--- src/rtl/alu_seq_pkg.sv ---
// Shared opcode encodings, FSM state type and op classification for the sequential ALU.
package alu_seq_pkg;

    localparam logic [3:0] ALU_ADD   = 4'b0000;
    localparam logic [3:0] ALU_SUB   = 4'b0001;
    localparam logic [3:0] ALU_AND   = 4'b0010;
    localparam logic [3:0] ALU_OR    = 4'b0011;
    localparam logic [3:0] ALU_SRL   = 4'b0100;
    localparam logic [3:0] ALU_SRA   = 4'b0101;
    localparam logic [3:0] ALU_SLL   = 4'b0110;
    localparam logic [3:0] ALU_SLT   = 4'b0111;
    localparam logic [3:0] ALU_MULT  = 4'b1000;
    localparam logic [3:0] ALU_MULTU = 4'b1001;
    localparam logic [3:0] ALU_DIV   = 4'b1010;
    localparam logic [3:0] ALU_DIVU  = 4'b1011;

    typedef enum logic [1:0] {StIdle, StCalc, StFix, StDone} state_t;

    // MULT/MULTU/DIV/DIVU occupy 10xx; op[1] selects divide, op[0] selects unsigned.
    function automatic logic is_multi(input logic [3:0] op);
        return op[3:2] == 2'b10;
    endfunction

endpackage

--- src/rtl/alu_seq_if.sv ---
// Request/response handshake bundle between the EX stage and the sequential ALU.
interface alu_seq_if #(
    parameter int unsigned WIDTH = 32
);
    logic             in_valid;
    logic             in_ready;
    logic [3:0]       ALUOp;
    logic [WIDTH-1:0] A;
    logic [WIDTH-1:0] B;
    logic             out_valid;
    logic             out_ready;
    logic [WIDTH-1:0] C;
    logic [WIDTH-1:0] HI;

    modport master (
        output in_valid, ALUOp, A, B, out_ready,
        input  in_ready, out_valid, C, HI
    );

    modport slave (
        input  in_valid, ALUOp, A, B, out_ready,
        output in_ready, out_valid, C, HI
    );
endinterface

--- src/rtl/alu_seq_muldiv.sv ---
// Iterative multiply/divide core: one bit per cycle on operand magnitudes, sign fix-up on the way out.
module alu_seq_muldiv
    import alu_seq_pkg::*;
#(
    parameter int unsigned WIDTH = 32
) (
    input  logic             clk,
    input  logic             reset,
    input  logic             i_start,
    input  logic [1:0]       i_op,
    input  logic [WIDTH-1:0] i_a,
    input  logic [WIDTH-1:0] i_b,
    output logic             o_last,
    output logic [WIDTH-1:0] o_lo,
    output logic [WIDTH-1:0] o_hi
);
    localparam int unsigned SHAMT_W = $clog2(WIDTH);

    state_t             r_state, w_state_next;
    logic [WIDTH-1:0]   r_hi, r_lo, r_m, r_a;
    logic [SHAMT_W-1:0] r_cnt;
    logic               r_div, r_a_neg, r_b_neg, r_div0;

    logic               w_a_neg, w_b_neg;
    logic [WIDTH-1:0]   w_a_mag, w_b_mag, w_iter_hi, w_iter_lo;
    logic [WIDTH:0]     w_sum, w_rsh, w_diff;
    logic [2*WIDTH-1:0] w_prod;

    assign w_a_neg = ~i_op[0] & i_a[WIDTH-1];
    assign w_b_neg = ~i_op[0] & i_b[WIDTH-1];
    // |MIN| fits as an unsigned WIDTH-bit value, so no extra magnitude bit is needed.
    assign w_a_mag = w_a_neg ? -i_a : i_a;
    assign w_b_mag = w_b_neg ? -i_b : i_b;
    assign o_last  = (r_state == StCalc) && (r_cnt == SHAMT_W'(WIDTH - 1));

    always_ff @(posedge clk) begin
        if (reset) r_state <= StIdle;
        else       r_state <= w_state_next;
    end

    always_comb begin
        w_state_next = r_state;
        unique case (r_state)
            StIdle:  if (i_start) w_state_next = StCalc;
            StCalc:  if (o_last) w_state_next = StFix;
            default: w_state_next = StIdle;
        endcase
    end

    always_ff @(posedge clk) begin
        if (i_start) begin
            r_hi    <= '0;
            r_lo    <= w_a_mag;
            r_m     <= w_b_mag;
            r_a     <= i_a;
            r_cnt   <= '0;
            r_div   <= i_op[1];
            r_a_neg <= w_a_neg;
            r_b_neg <= w_b_neg;
            r_div0  <= (i_b == '0);
        end else if (r_state == StCalc) begin
            r_hi  <= w_iter_hi;
            r_lo  <= w_iter_lo;
            r_cnt <= r_cnt + SHAMT_W'(1);
        end
    end

    // Multiply: shift-add from the LSB of r_lo. Divide: restoring, quotient shifts into r_lo.
    always_comb begin
        w_sum  = {1'b0, r_hi} + (r_lo[0] ? {1'b0, r_m} : '0);
        w_rsh  = {r_hi, r_lo[WIDTH-1]};
        w_diff = w_rsh - {1'b0, r_m};
        if (!r_div) begin
            w_iter_hi = w_sum[WIDTH:1];
            w_iter_lo = {w_sum[0], r_lo[WIDTH-1:1]};
        end else if (!w_diff[WIDTH]) begin
            w_iter_hi = w_diff[WIDTH-1:0];
            w_iter_lo = {r_lo[WIDTH-2:0], 1'b1};
        end else begin
            w_iter_hi = w_rsh[WIDTH-1:0];
            w_iter_lo = {r_lo[WIDTH-2:0], 1'b0};
        end
    end

    always_comb begin
        w_prod = {r_hi, r_lo};
        if (!r_div) begin
            {o_hi, o_lo} = (r_a_neg ^ r_b_neg) ? -w_prod : w_prod;
        end else if (r_div0) begin
            o_lo = '1;
            o_hi = r_a;
        end else begin
            o_lo = (r_a_neg ^ r_b_neg) ? -r_lo : r_lo;
            o_hi = r_a_neg ? -r_hi : r_hi;
        end
    end
endmodule

--- src/rtl/alu_seq.sv ---
// Multi-cycle ALU top: handshake FSM, single-cycle ops and result registers around the mul/div core.
module alu_seq
    import alu_seq_pkg::*;
#(
    parameter int unsigned WIDTH = 32
) (
    input  logic     clk,
    input  logic     reset,
    alu_seq_if.slave bus
);
    localparam int unsigned SHAMT_W = $clog2(WIDTH);

    state_t             r_state, w_state_next;
    logic [WIDTH-1:0]   r_c, r_hi;
    logic               w_accept, w_multi, w_core_last;
    logic [SHAMT_W-1:0] w_sh;
    logic [WIDTH-1:0]   w_single, w_core_lo, w_core_hi;

    assign w_accept = bus.in_valid & bus.in_ready;
    assign w_multi  = is_multi(bus.ALUOp);
    assign w_sh     = bus.B[SHAMT_W-1:0];

    alu_seq_muldiv #(
        .WIDTH(WIDTH)
    ) u_muldiv (
        .clk    (clk),
        .reset  (reset),
        .i_start(w_accept & w_multi),
        .i_op   (bus.ALUOp[1:0]),
        .i_a    (bus.A),
        .i_b    (bus.B),
        .o_last (w_core_last),
        .o_lo   (w_core_lo),
        .o_hi   (w_core_hi)
    );

    always_comb begin
        w_single = '0;
        case (bus.ALUOp)
            ALU_ADD: w_single = bus.A + bus.B;
            ALU_SUB: w_single = bus.A - bus.B;
            ALU_AND: w_single = bus.A & bus.B;
            ALU_OR:  w_single = bus.A | bus.B;
            ALU_SRL: w_single = bus.A >> w_sh;
            ALU_SRA: w_single = $signed(bus.A) >>> w_sh;
            ALU_SLL: w_single = bus.A << w_sh;
            ALU_SLT: w_single = {{(WIDTH-1){1'b0}}, $signed(bus.A) < $signed(bus.B)};
            default: w_single = '0;
        endcase
    end

    always_ff @(posedge clk) begin
        if (reset) r_state <= StIdle;
        else       r_state <= w_state_next;
    end

    always_comb begin
        w_state_next = r_state;
        unique case (r_state)
            StIdle: if (w_accept) w_state_next = w_multi ? StCalc : StDone;
            StCalc: if (w_core_last) w_state_next = StFix;
            StFix:  w_state_next = StDone;
            StDone: if (bus.out_ready) w_state_next = StIdle;
        endcase
    end

    always_comb begin
        bus.in_ready  = (r_state == StIdle);
        bus.out_valid = (r_state == StDone);
        bus.C         = r_c;
        bus.HI        = r_hi;
    end

    // Results only load at accept or on leaving FIX, so they stay stable while DONE waits.
    always_ff @(posedge clk) begin
        if (reset) begin
            r_c  <= '0;
            r_hi <= '0;
        end else if (w_accept && !w_multi) begin
            r_c  <= w_single;
            r_hi <= '0;
        end else if (r_state == StFix) begin
            r_c  <= w_core_lo;
            r_hi <= w_core_hi;
        end
    end
endmodule

--- src/flat_wrapper.sv ---
// flat-port wrapper written by rule: the top's interface ports become plain ports
module alu_seq_flat import alu_seq_pkg::*;
#(
    parameter int unsigned WIDTH = 32
)
  (clk, reset, bus_in_valid, bus_ALUOp, bus_A, bus_B, bus_out_ready, bus_in_ready, bus_out_valid, bus_C, bus_HI);
  alu_seq_if #(.WIDTH(WIDTH)) bus_i ();
  input  logic clk;
  input  logic reset;
  input wire logic [$bits(bus_i.in_valid)-1:0] bus_in_valid;
  input wire logic [$bits(bus_i.ALUOp)-1:0] bus_ALUOp;
  input wire logic [$bits(bus_i.A)-1:0] bus_A;
  input wire logic [$bits(bus_i.B)-1:0] bus_B;
  input wire logic [$bits(bus_i.out_ready)-1:0] bus_out_ready;
  output wire logic [$bits(bus_i.in_ready)-1:0] bus_in_ready;
  output wire logic [$bits(bus_i.out_valid)-1:0] bus_out_valid;
  output wire logic [$bits(bus_i.C)-1:0] bus_C;
  output wire logic [$bits(bus_i.HI)-1:0] bus_HI;
  assign bus_i.in_valid = bus_in_valid;
  assign bus_i.ALUOp = bus_ALUOp;
  assign bus_i.A = bus_A;
  assign bus_i.B = bus_B;
  assign bus_i.out_ready = bus_out_ready;
  assign bus_in_ready = bus_i.in_ready;
  assign bus_out_valid = bus_i.out_valid;
  assign bus_C = bus_i.C;
  assign bus_HI = bus_i.HI;
  alu_seq #(.WIDTH(WIDTH)) u_core (.clk(clk), .reset(reset), .bus(bus_i));
endmodule
--- config.mk ---
export PLATFORM = sky130hd
export DESIGN_NAME = alu_seq_flat
export DESIGN_NICKNAME = d
export VERILOG_FILES = /design/src/rtl/alu_seq_pkg.sv /design/src/rtl/alu_seq_if.sv /design/src/rtl/alu_seq_muldiv.sv /design/src/rtl/alu_seq.sv /design/src/flat_wrapper.sv
export SDC_FILE = /design/constraint.sdc
export NUM_CORES = 1
export LEC_CHECK = 0
export BUFFER_PORTS_ARGS = -buffer_cell sky130_fd_sc_hd__buf_2
export CAP_MARGIN = 10
export CORE_ASPECT_RATIO = 0.5
export CORE_UTILIZATION = 25
export DETAILED_ROUTE_END_ITERATION = 7
export GPL_TIMING_DRIVEN = 0
export PLACE_DENSITY_LB_ADDON = 0.05
export RECOVER_POWER = 50
export SLEW_MARGIN = 20
export SYNTH_ARGS = -nofsm -noshare
export SYNTH_HDL_FRONTEND = slang
export SYNTH_SLANG_ARGS = --single-unit
--- constraint.sdc ---
create_clock -name clk -period 5.8 [get_ports clk]
set_input_delay 0.87 -clock clk [delete_from_list [all_inputs] [get_ports clk]]
set_output_delay 0.87 -clock clk [all_outputs]
set_load 0.005 [all_outputs]
* Word-level counts from Yosys, hierarchy flattened
Index checks and enable logic that the tools add are counted.
** Word-level totals
- Register bits :: 205
- Latch bits :: 0
- Bits in writable memories :: 0
- ROM bits :: 0
- Input bits :: 72
- Output and inout bits :: 66
- Word-level logic and storage cells :: 91
- Memories kept :: 0
** Operators by class
- Add/sub/neg operators :: 10
- Multiply operators :: 0
- Div/mod/pow operators :: 0
- Magnitude comparators :: 1
- Eq/ne operators :: 18
- Shift operators :: 3
- Mux-type cells :: 26
- Bitwise logic cells :: 8
- Reduce and logical (&&, ||, !) cells :: 12
** Operator list (number)
- 32-bit 2-to-1 mux :: 16
- 32-bit case mux with 8 select lines :: 1
- 32-bit negator :: 4
- 64-bit 2-to-1 mux :: 1
- 64-bit negator :: 1
- 32-bit by 32-bit adder with 33-bit output :: 1
- 33-bit by 32-bit subtractor with 33-bit output :: 1
- 32-bit adder :: 1
- 32-bit AND :: 1
- 32-bit logical NOT :: 1
- 32-bit less-than comparator :: 1
- 32-bit bitwise OR :: 1
- 32-bit by 5-bit left shift with 32-bit output :: 1
- 32-bit by 5-bit >> shifter with 32-bit output :: 1
- 32-bit by 5-bit >>> shifter with 32-bit output :: 1
- 32-bit subtractor :: 1
- 4-bit by 3-bit equality test with 1-bit output, second input constant :: 4
- 2-bit 2-to-1 mux :: 5
- 2-bit inequality test, second input constant :: 5
- 4-bit by 2-bit equality test with 1-bit output, second input constant :: 2
- 2-bit case mux with 4 select lines :: 1
- 2-bit equality test, second input constant :: 3
- 5-bit by 1-bit adder with 5-bit output, second input constant :: 1
- 5-bit equality test, second input constant :: 1
- other kinds (15) :: 22

* Depth between registers and ports, before layout
Gate-level depths: netlist (run 1).
- Word-level depth :: 6
- Depth in mapped cells :: 17
- Depth with buffers taken out :: 15

* Cells and area by module
Synthesis (run 1) repeated with hierarchy kept, for this count alone.
** Second synthesis, totals
- Cell total of the unflattened synthesis :: 3150
- Area total of the unflattened synthesis :: 24507.3 sq um
** Modules (own cells, without submodules)
- alu_seq_muldiv :: instances 1, cells an instance 1611, area each 12966.2 sq um, seq. area each 3783.6 sq um
- alu_seq :: instances 1, cells an instance 1539, area each 11541.1 sq um, seq. area each 1321.3 sq um

* Worst setup path after synthesis (run 1)
Ideal clock, no wire load.
- Path kind :: input to register
- From :: input bus_B[1]
- To :: register u_core.r_c[31], in the netlist u_core.bus.C[31]
- Setup time :: 129 ps
- Arrival :: 4669 ps
- Data required time :: 5671 ps
- Setup slack :: 1003 ps
- Cell stages on the path :: 16
- Path buffers :: 3
- Path through :: clkbuf_1 clkbuf_1 buf_1 inv_1 ha_1 nor2_1 o311ai_0 a21oi_1 o41ai_1 o41ai_1 nand3_1 a31o_2 o41ai_1 nor4_1 a2111oi_1 a21oi_1
** On the way
- Word-level cells in the longest chain between the ends :: 3
- Elaborated cells between the ends (all ways) :: 7
- Those cells by class :: add/sub (2); shift (3); mux (2)
** RTL lines
- start, declared :: RTL line flat_wrapper.sv:13 : input wire logic [$bits(bus_i.B)-1:0] bus_B;
- 32-bit subtractor, or another cell as far along :: RTL line alu_seq.sv:41 : ALU_SUB: w_single = bus.A - bus.B;
- 32-bit case mux with 8 select lines (*) :: RTL line alu_seq.sv:39 : case (bus.ALUOp)
- 32-bit 2-to-1 mux (*) :: RTL line alu_seq.sv:79 : end else if (w_accept && !w_multi) begin
- end signal, assigned :: RTL line alu_seq.sv:80 : r_c <= w_single;
- end signal, assigned :: RTL line alu_seq.sv:83 : r_c <= w_core_lo;
- end, declared :: RTL line alu_seq.sv:14 : logic [WIDTH-1:0] r_c, r_hi;
Every way passes the cells marked *; elsewhere a longest branch is shown, timed or not.
A chain may end at the register's enable or synchronous reset.

* Worst setup path after layout (run 1)
- From :: input bus_A[5]
- To :: register u_core.r_c[31], in the netlist u_core.bus.C[31]
** On the way
- Word-level cells in the longest chain between the ends :: 3
- Elaborated cells between the ends (all ways) :: 7
- Those cells by class :: add/sub (2); shift (3); mux (2)
** RTL lines
- start, declared :: RTL line flat_wrapper.sv:12 : input wire logic [$bits(bus_i.A)-1:0] bus_A;
- 32-bit subtractor, or another cell as far along :: RTL line alu_seq.sv:41
- 32-bit case mux with 8 select lines (*) :: RTL line alu_seq.sv:39
- 32-bit 2-to-1 mux (*) :: RTL line alu_seq.sv:79
Marks and branches as above.

==> results of run 1 <==
-- placed cells by master (no fill, tap or decap), types with 13 or more instances in the layout --
cell	instances
o22ai_1	23
a21oi_1	312
mux4_2	27
ha_1	188
a221oi_1	13
nor4_1	31
nand3_1	42
or3_1	34
o211ai_1	34
dfxtp_1	105
clkbuf_16	28
clkbuf_1	269
and3_1	21
edfxtp_1	100
mux2i_1	121
buf_2	51
nand2b_1	36
o21a_1	15
nor2_1	338
buf_1	31
nor3_1	76
o21bai_1	26
inv_1	164
o221ai_1	16
a211oi_1	41
nand2_1	276
xor2_1	48
o31ai_1	27
a31oi_1	43
xnor2_1	154
nand4_1	19
a21o_1	47
o21ai_0	318
nor2b_1	26
-- layout make-up --
cell class / instances / area, sq um / share of cell area [%]
repair buffers: 136 / 577 / 2.17
clock buffers: 36 / 773 / 2.90
multi-input cells: 2560 / 17000 / 63.9
inverters: 169 / 639 / 2.40
well taps: 1255 / 1570 / 5.90
flip-flops and latches: 205 / 5100 / 19.2
plain buffers: 217 / 845 / 3.17
clock inverters: 10 / 105 / 0.395
-- sequential cells by signal, indices dropped and copies added, names as in the netlist, 2 cells and up --
name,flops
u_core.bus.C,32
u_core.u_muldiv.r_a,32
u_core.u_muldiv.r_m,32
u_core.u_muldiv.r_state,2
u_core.u_muldiv.r_hi,32
u_core.bus.HI,32
u_core.u_muldiv.r_cnt,5
u_core.u_muldiv.r_lo,32
u_core.r_state,2
-- repair_timing --
item	4_1_cts	5_1_grt
endpoints found under the setup margin	18	10
gates cloned	0	0
resized for setup	12	5
-- how the worst max path moves through the flow --
stage	startpoint	endpoint	slack (ps)	depth (start not counted)
finish	bus_A[5]	u_core.bus.C[31]	50	14
global route	bus_B[4]	u_core.bus.C[28]	20	18
CTS	bus_B[4]	u_core.bus.C[28]	5	18
detailed placement	bus_B[1]	u_core.bus.C[27]	-1460	17
global placement	bus_B[1]	u_core.bus.C[19]	-1760	17
floorplan	bus_B[1]	u_core.bus.C[31]	1000	16
-- cells by family after synthesis --
family,count (synthesis)
DFF,205
AOI/OAI and AO/OA,1045
adders and majority gates,192
xor gates and xnor gates,205
and+or+nand+nor,958
buffers and inverters,390
muxes,160
-- metrics by stage --
stage / setup slack [ps] / power [mW]
3_5_place_dp: -1460 / 7.44
2_1_floorplan: 1000 / 5.45
6_report: 50.5 / 9.19
3_3_place_gp: -1760 / 7.47
4_1_cts: 5.45 / 9.21
5_1_grt: 18.4 / 9.77
-- where the power goes --
| part | internal (mW) | switching [mW] |
|---|---|---|
| Combinational | 1.74 | 3.46 |
| Clock | 0.986 | 0.747 |
| Sequential | 1.87 | 0.393 |
| Total | 4.60 | 4.60 |
-- routing by layer --
metal / vias to the layer above / global-route usage [%]
met2: 1013 / 44.1
met3: 171 / 3.39
met1: 12980 / 41.0
li1: 11740 / -
met4: 2 / 7.03
met5: - / 0
==> metrics.md, run 1 <==
| Metric | Value |
|---|---|
| Final Routed Wirelength | `139 mm` |
| Ranking of synthesized cells by area | `edfxtp_1, ha_1, dfxtp_1` |
| FP Rows | `79` |
| Htree depth | `1` |
| RSZ-0062 raised after global routing | `no` |
| Core Box Area | `93200 sq um` |
| Final instance area | `26600 sq um` |
| DR WL met2 | `60.2 mm` |
| TritonCTS buffer count | `25` |
| Static leakage | `just over 10 nW` |
| Post-DP HPWL | `113 mm` |
| Async set-or-reset flop fraction in the synthesized netlist | `0%` |
| Clk sinks | `205` |
| Pin count of the biggest net entering global routing | `42` |
| Setup Skew | `about 38 ps` |
| Synth Area in Compound Gates | `a little over a quarter` |
| Layout cells sized above 1 | `between 5 and 6%` |
| Final setup violation count | `0` |
| WP data required | `6260 ps` |
| Most common cell in the netlist | `nor2_1` |
| Synthesized cell area | `23600 sq um` |
| # DRC | `0` |
| Non-Filler Instances | `4588` |
| Reg2reg path depth | `14` |
| Final core utilization | `around 29%` |
| Hold buffer count at cts | `0` |
| Sum of buffers and inverters on the critical path | `3` |
| Clock transition at the registers of the reported paths | `80 ps` |
| Top routing layer used | `met5` |
| Setup TNS | `0 ps` |
| Filler cell count in the final layout | `10350` |
| Total die area | `between 90000 and 100000 sq um` |
| Pwr/cell area | `345 nW/um^2` |
| Slew Limit Fails | `37` |
| Synth Flop Type | `dfxtp_1` |
| Vias in the first global route | `approximately 25000` |
| XOR/XNOR Fraction of Synth Area | `7.65%` |
| Cells after synthesis | `3155` |
| Period utilization | `99.1%` |
| RR Startpoint | `u_core.u_muldiv.r_lo[31]` |
| Worst slew margin | `-58.5%` |
| Hold WC Path Type | `register to register` |
| Post-CTS Setup Inserts | `0` |
| Via count | `25906` |
| Max Cap Viol | `1` |
| Syn. warnings | `0` |
| Final nets | `3578` |
| Number of synthesized register bits | `205` |
| Arrival @ worst endpoint | `6210 ps` |
| Failing checks | `capacitance limit, slew limit` |
| Critical path's largest stage delay | `approximately 1000 ps` |
| Initial antenna violation count | `10` |
| Synth Net Count | `3419` |
| Crit. End Element | `register` |
| Die X | `436 um` |
| Post-synthesis simple-gate area fraction | `18.7%` |
| Met1 Wirelength | `66.3 mm` |
| Clock Latency Late Sink | `600 ps` |
| Setup Crit Path Kind | `input port to register` |
| Startpoint Class | `input port` |
| Critical-path top delay cell | `clkbuf_1` |
| Commonest cells post-synth | `nor2_1, o21ai_0, a21oi_1` |
| Setup slack, reg-to-reg | `560 ps` |
| Cells after DPL | `4546` |
| Area Overhead vs Synth | `12.9%` |
| Top-area cell type share of the netlist area | `12.7%` |
| Adder-Cell Fraction of Synth Area | `between 10% and 20%` |
| FF-to-FF End | `u_core.u_muldiv.r_hi[31]` |
| Pre-antenna DRT Iters | `6` |
| Sequence of cells on the critical path | `clkbuf_1 > inv_1 > ha_1 > clkbuf_1 > nor3b_1 > nor3_1 > o41ai_2 > o41ai_2 > nand3_1 > a31o_2 > o41ai_1 > nor4_1 > a2111oi_1 > a21oi_1` |
| Main combinational cell family by area after synthesis | `compound AO/OA/AOI/OAI gates` |
| Crit path max-delay family | `compound AO/OA/AOI/OAI gates` |
| Initial DRC Count | `2657` |
| Hold_sp | `u_core.u_muldiv.r_state[1]` |
| Clk buf depth | `3` |
| Fin. Hold Viols | `0` |
| Total Routing Usage GR | `28.3%` |
| Post-layout minimum cycle time | `between 5000 and 6000 ps` |
| Area leader, netlist | `edfxtp_1` |
| Worst Hold Path EP | `u_core.u_muldiv.r_state[0]` |
| VDD IR max | `about 0.00020 V` |
| Max Clk Rate | `174 MHz` |
| Antenna Cells | `0` |
| Met3 wire length | `9.04 mm` |
| Status | `complete, but fails checks` |
| Placed Area | `25900 sq um` |
| Avg WL per Cell | `between 30 and 40 um` |
| # IOs | `roughly 140` |
| Yosys cell types | `82` |
| Number of synthesized flops with an enable pin | `100` |
| Vias per cell | `between 5 and 6` |
| Final GP Congestion | `0.981` |
| Gr ovfl total | `0` |
| Syn avg cell area | `7.47 sq um` |
| CTS tree | `done` |
| Proportion of synthesized area in mux cells | `8.29%` |
| Sequential area share after synthesis | `21.7%` |
| CTS Root Cell | `clkbuf_16` |
| WHS Path Cells | `1` |
| Initial core utilization | `between 20 and 30%` |
| Die H | `approximately 220 um` |
| Pin slew with the least headroom to its limit | `2380 ps` |
| First-pass GRT wire length | `between 150 and 200 mm` |
| Min Hold Slack | `between 400 and 500 ps` |
| PortBufs | `135` |
| Crit Path Max Fanout | `12` |
| Routed Antenna Nets | `0` |
(Power assumes the default switching activity.)
==> inputs of run 2 (changes only) <==
--- a/config.mk
+++ b/config.mk
@@ -5,8 +5,11 @@
 export SDC_FILE = /design/constraint.sdc
 export NUM_CORES = 1
 export LEC_CHECK = 0
+export ABC_AREA = 0
 export BUFFER_PORTS_ARGS = -buffer_cell sky130_fd_sc_hd__buf_2
 export CAP_MARGIN = 10
+export CELL_PAD_IN_SITES_DETAIL_PLACEMENT = 1
+export CELL_PAD_IN_SITES_GLOBAL_PLACEMENT = 2
 export CORE_ASPECT_RATIO = 0.5
 export CORE_UTILIZATION = 25
 export DETAILED_ROUTE_END_ITERATION = 7
==> run 2 against run 1 <==
The run ends with capacitance limit, slew limit, setup timing left. Routed wire length increased by 5.4%. Non-clock buffer count is 1 lower. Sequential power about the same. Combinational power is 3% higher. Count of clock-buffer cells in the layout fell by 3.
==> metrics.md, run 2 (same netlist as run 1, synthesis figures left out) <==
| Metric | Value |
|---|---|
| Failing checks | `capacitance limit, slew limit, setup timing` |
| Clk buf depth | `3 (unchanged)` |
| Pin slew with the least headroom to its limit | `2650 ps (+272 ps)` |
| Initial antenna violation count | `8 (-2)` |
| Layout cells sized above 1 | `5.68% (+0.31 points)` |
| Total Routing Usage GR | `30.0% (+1.7 points)` |
| Pin count of the biggest net entering global routing | `42 (unchanged)` |
| Die X | `436 um (unchanged)` |
| Clk sinks | `205 (unchanged)` |
| Total die area | `95600 sq um (unchanged)` |
| First-pass GRT wire length | `205 mm (+5.7%)` |
| Clock transition at the registers of the reported paths | `70 ps (about the same)` |
| Avg WL per Cell | `32.0 um (+5.4%)` |
| Final setup violation count | `1 (+1)` |
| Fin. Hold Viols | `0 (unchanged)` |
| Core Box Area | `93200 sq um (unchanged)` |
| Gr ovfl total | `0 (unchanged)` |
| Setup Crit Path Kind | `input port to register` |
| Setup slack at placement | `-2020 ps (-561 ps)` |
| CTS tree | `done` |
| Htree depth | `1 (unchanged)` |
| Via count | `25971 (+0.25%)` |
| Setup Skew | `35.9 ps (-1.88 ps)` |
| VDD IR max | `0.000202 V (+3.4%)` |
| Worst slew margin | `-76.7% (-18 points)` |
| Initial core utilization | `25.3% (unchanged)` |
| Post-DP HPWL | `120 mm (+6.3%)` |
| Slew Limit Fails | `41 (+11%)` |
| Arrival @ worst endpoint | `6290 ps (+80 ps)` |
| CTS Root Cell | `clkbuf_16` |
| Final nets | `3576 (-0.056%)` |
| Final GP Congestion | `0.956 (-2.5%)` |
| Static leakage | `10.4 nW (+0.17%)` |
| Most frequent cells in the layout | `nor2_1, o21ai_0, a21oi_1` |
| Max Cap Viol | `1 (unchanged)` |
| Routed Antenna Nets | `0 (unchanged)` |
| Die H | `219 um (unchanged)` |
| Startpoint Class | `input port` |
| TritonCTS buffer count | `24 (-4.0%)` |
| Pwr/cell area | `347 nW/um^2 (+0.52%)` |
| Post-layout minimum cycle time | `5820 ps (+71.9 ps)` |
| Most common cell after layout, fill and taps aside | `nor2_1` |
| Final Routed Wirelength | `147 mm (+5.4%)` |
| Pre-antenna DRT Iters | `5 (-1)` |
| PnR worst setup slack | `-21.5 ps (-71.9 ps)` |
| FP Rows | `79 (unchanged)` |
| # IOs | `138 (unchanged)` |
| Crit Path Max Fanout | `10 (-2)` |
| Post-CTS Setup Inserts | `0 (unchanged)` |
| Initial DRC Count | `2341 (-12%)` |
| Area Overhead vs Synth | `12.9% (about the same)` |
| Clock Latency Late Sink | `590 ps (about the same)` |
| PortBufs | `135 (unchanged)` |
| # DRC | `0 (unchanged)` |
| Vias per cell | `5.66 (+0.25%)` |
| Tot Pwr | `9.24 mW (+0.49%)` |
| Filler cell count in the final layout | `11431 (+10%)` |
| Period utilization | `100% (+1.2 points)` |
| Status | `complete, but fails checks` |
| Max Clk Rate | `172 MHz (-1.2%)` |
| WP data required | `6270 ps (about the same)` |
| Crit. End Element | `register` |
| Hold WC Path Type | `register to register` |
| Vias in the first global route | `25993 (+5.5%)` |
## run 2: cell count changes in the layout (fill, tap and decap cells not counted), sizes merged
cell           previous run  this run
clkbuf                  304       292
inv                     171       168
clkinvlp                  1         3
clkinv                    6         8
buf                      83        92
diode                     0         3
clkdlybuf4s15             2         1
## run 2: area by class of cell
| cell class | instances | area (sq um) | area share, % |
|---|---|---|---|
| Tap cell | 1255 | 1570 | 5.90 |
| Buffer | 216 | 837 | 3.14 |
| Timing Repair Buffer | 136 | 586 | 2.20 |
| Inverter | 169 | 642 | 2.41 |
| Multi-Input combinational cell | 2560 | 17100 | 64.1 |
| Clock inverter | 11 | 106 | 0.400 |
| Antenna cell | 3 | 7.51 | 0.0282 |
| Clock buffer | 33 | 704 | 2.65 |
| Sequential cell | 205 | 5100 | 19.2 |
## run 2: worst paths after layout
path	startpoint	end	slack [ps]	cells after the start
hold reg to reg	u_core.bus.HI[5]	u_core.bus.HI[5]	450	2
setup reg to reg	u_core.u_muldiv.r_lo[31]	u_core.u_muldiv.r_hi[21]	480	15
hold / removal	u_core.bus.HI[5]	u_core.bus.HI[5]	450	2
setup / recovery	bus_A[4]	u_core.bus.C[24]	-20	15
## run 2: layer usage
layer	vias up	GRT usage (%)	part of all wire (%)
met5	-	0	0
met4	0	7.51	2.6
met3	159	3.11	5.9
met2	808	46.9	43
met1	13270	43.7	48
li1	11734	-	-
## run 2: stage by stage
step	hold slack [ps]	util (%)	cells	TNS, ps	instance area (sq um)
after global routing	473	28.6	4585	-3.95	26600
after CTS	446	28.7	4588	0	26700
after global placement	428	27.7	4545	-82380	25800
final	446	28.6	4588	-21.5	26600
after detailed placement	435	27.7	4546	-27590	25900
after floorplan	411	-	3155	0	23600
## run 2: where the power goes
part           leakage, nW  switching (mW)  internal (mW)
clock                0.403           0.711          0.900
sequential            1.78           0.408           1.87
combinational         8.17            3.60           1.75
total                 10.4            4.72           4.52
## run 2: timing repair
action / in CTS / in global routing
hold endpoints to repair: 0 / 0
gates resized for setup: 12 / 4
hold buffers: 0 / 0
setup endpoints to repair: 22 / 10
## run 2: worst max-delay path: stages
cell	delay [ps]
clkbuf_1	470
clkbuf_1	780
inv_1	300
ha_1	370
clkbuf_1	290
a221oi_1	170
o21ai_0	640
nand3_1	210
a31oi_1	330
nor4_1	90
nor4_1	790
o21ai_0	210
xnor2_1	340
a211oi_1	140
nor4_1	250
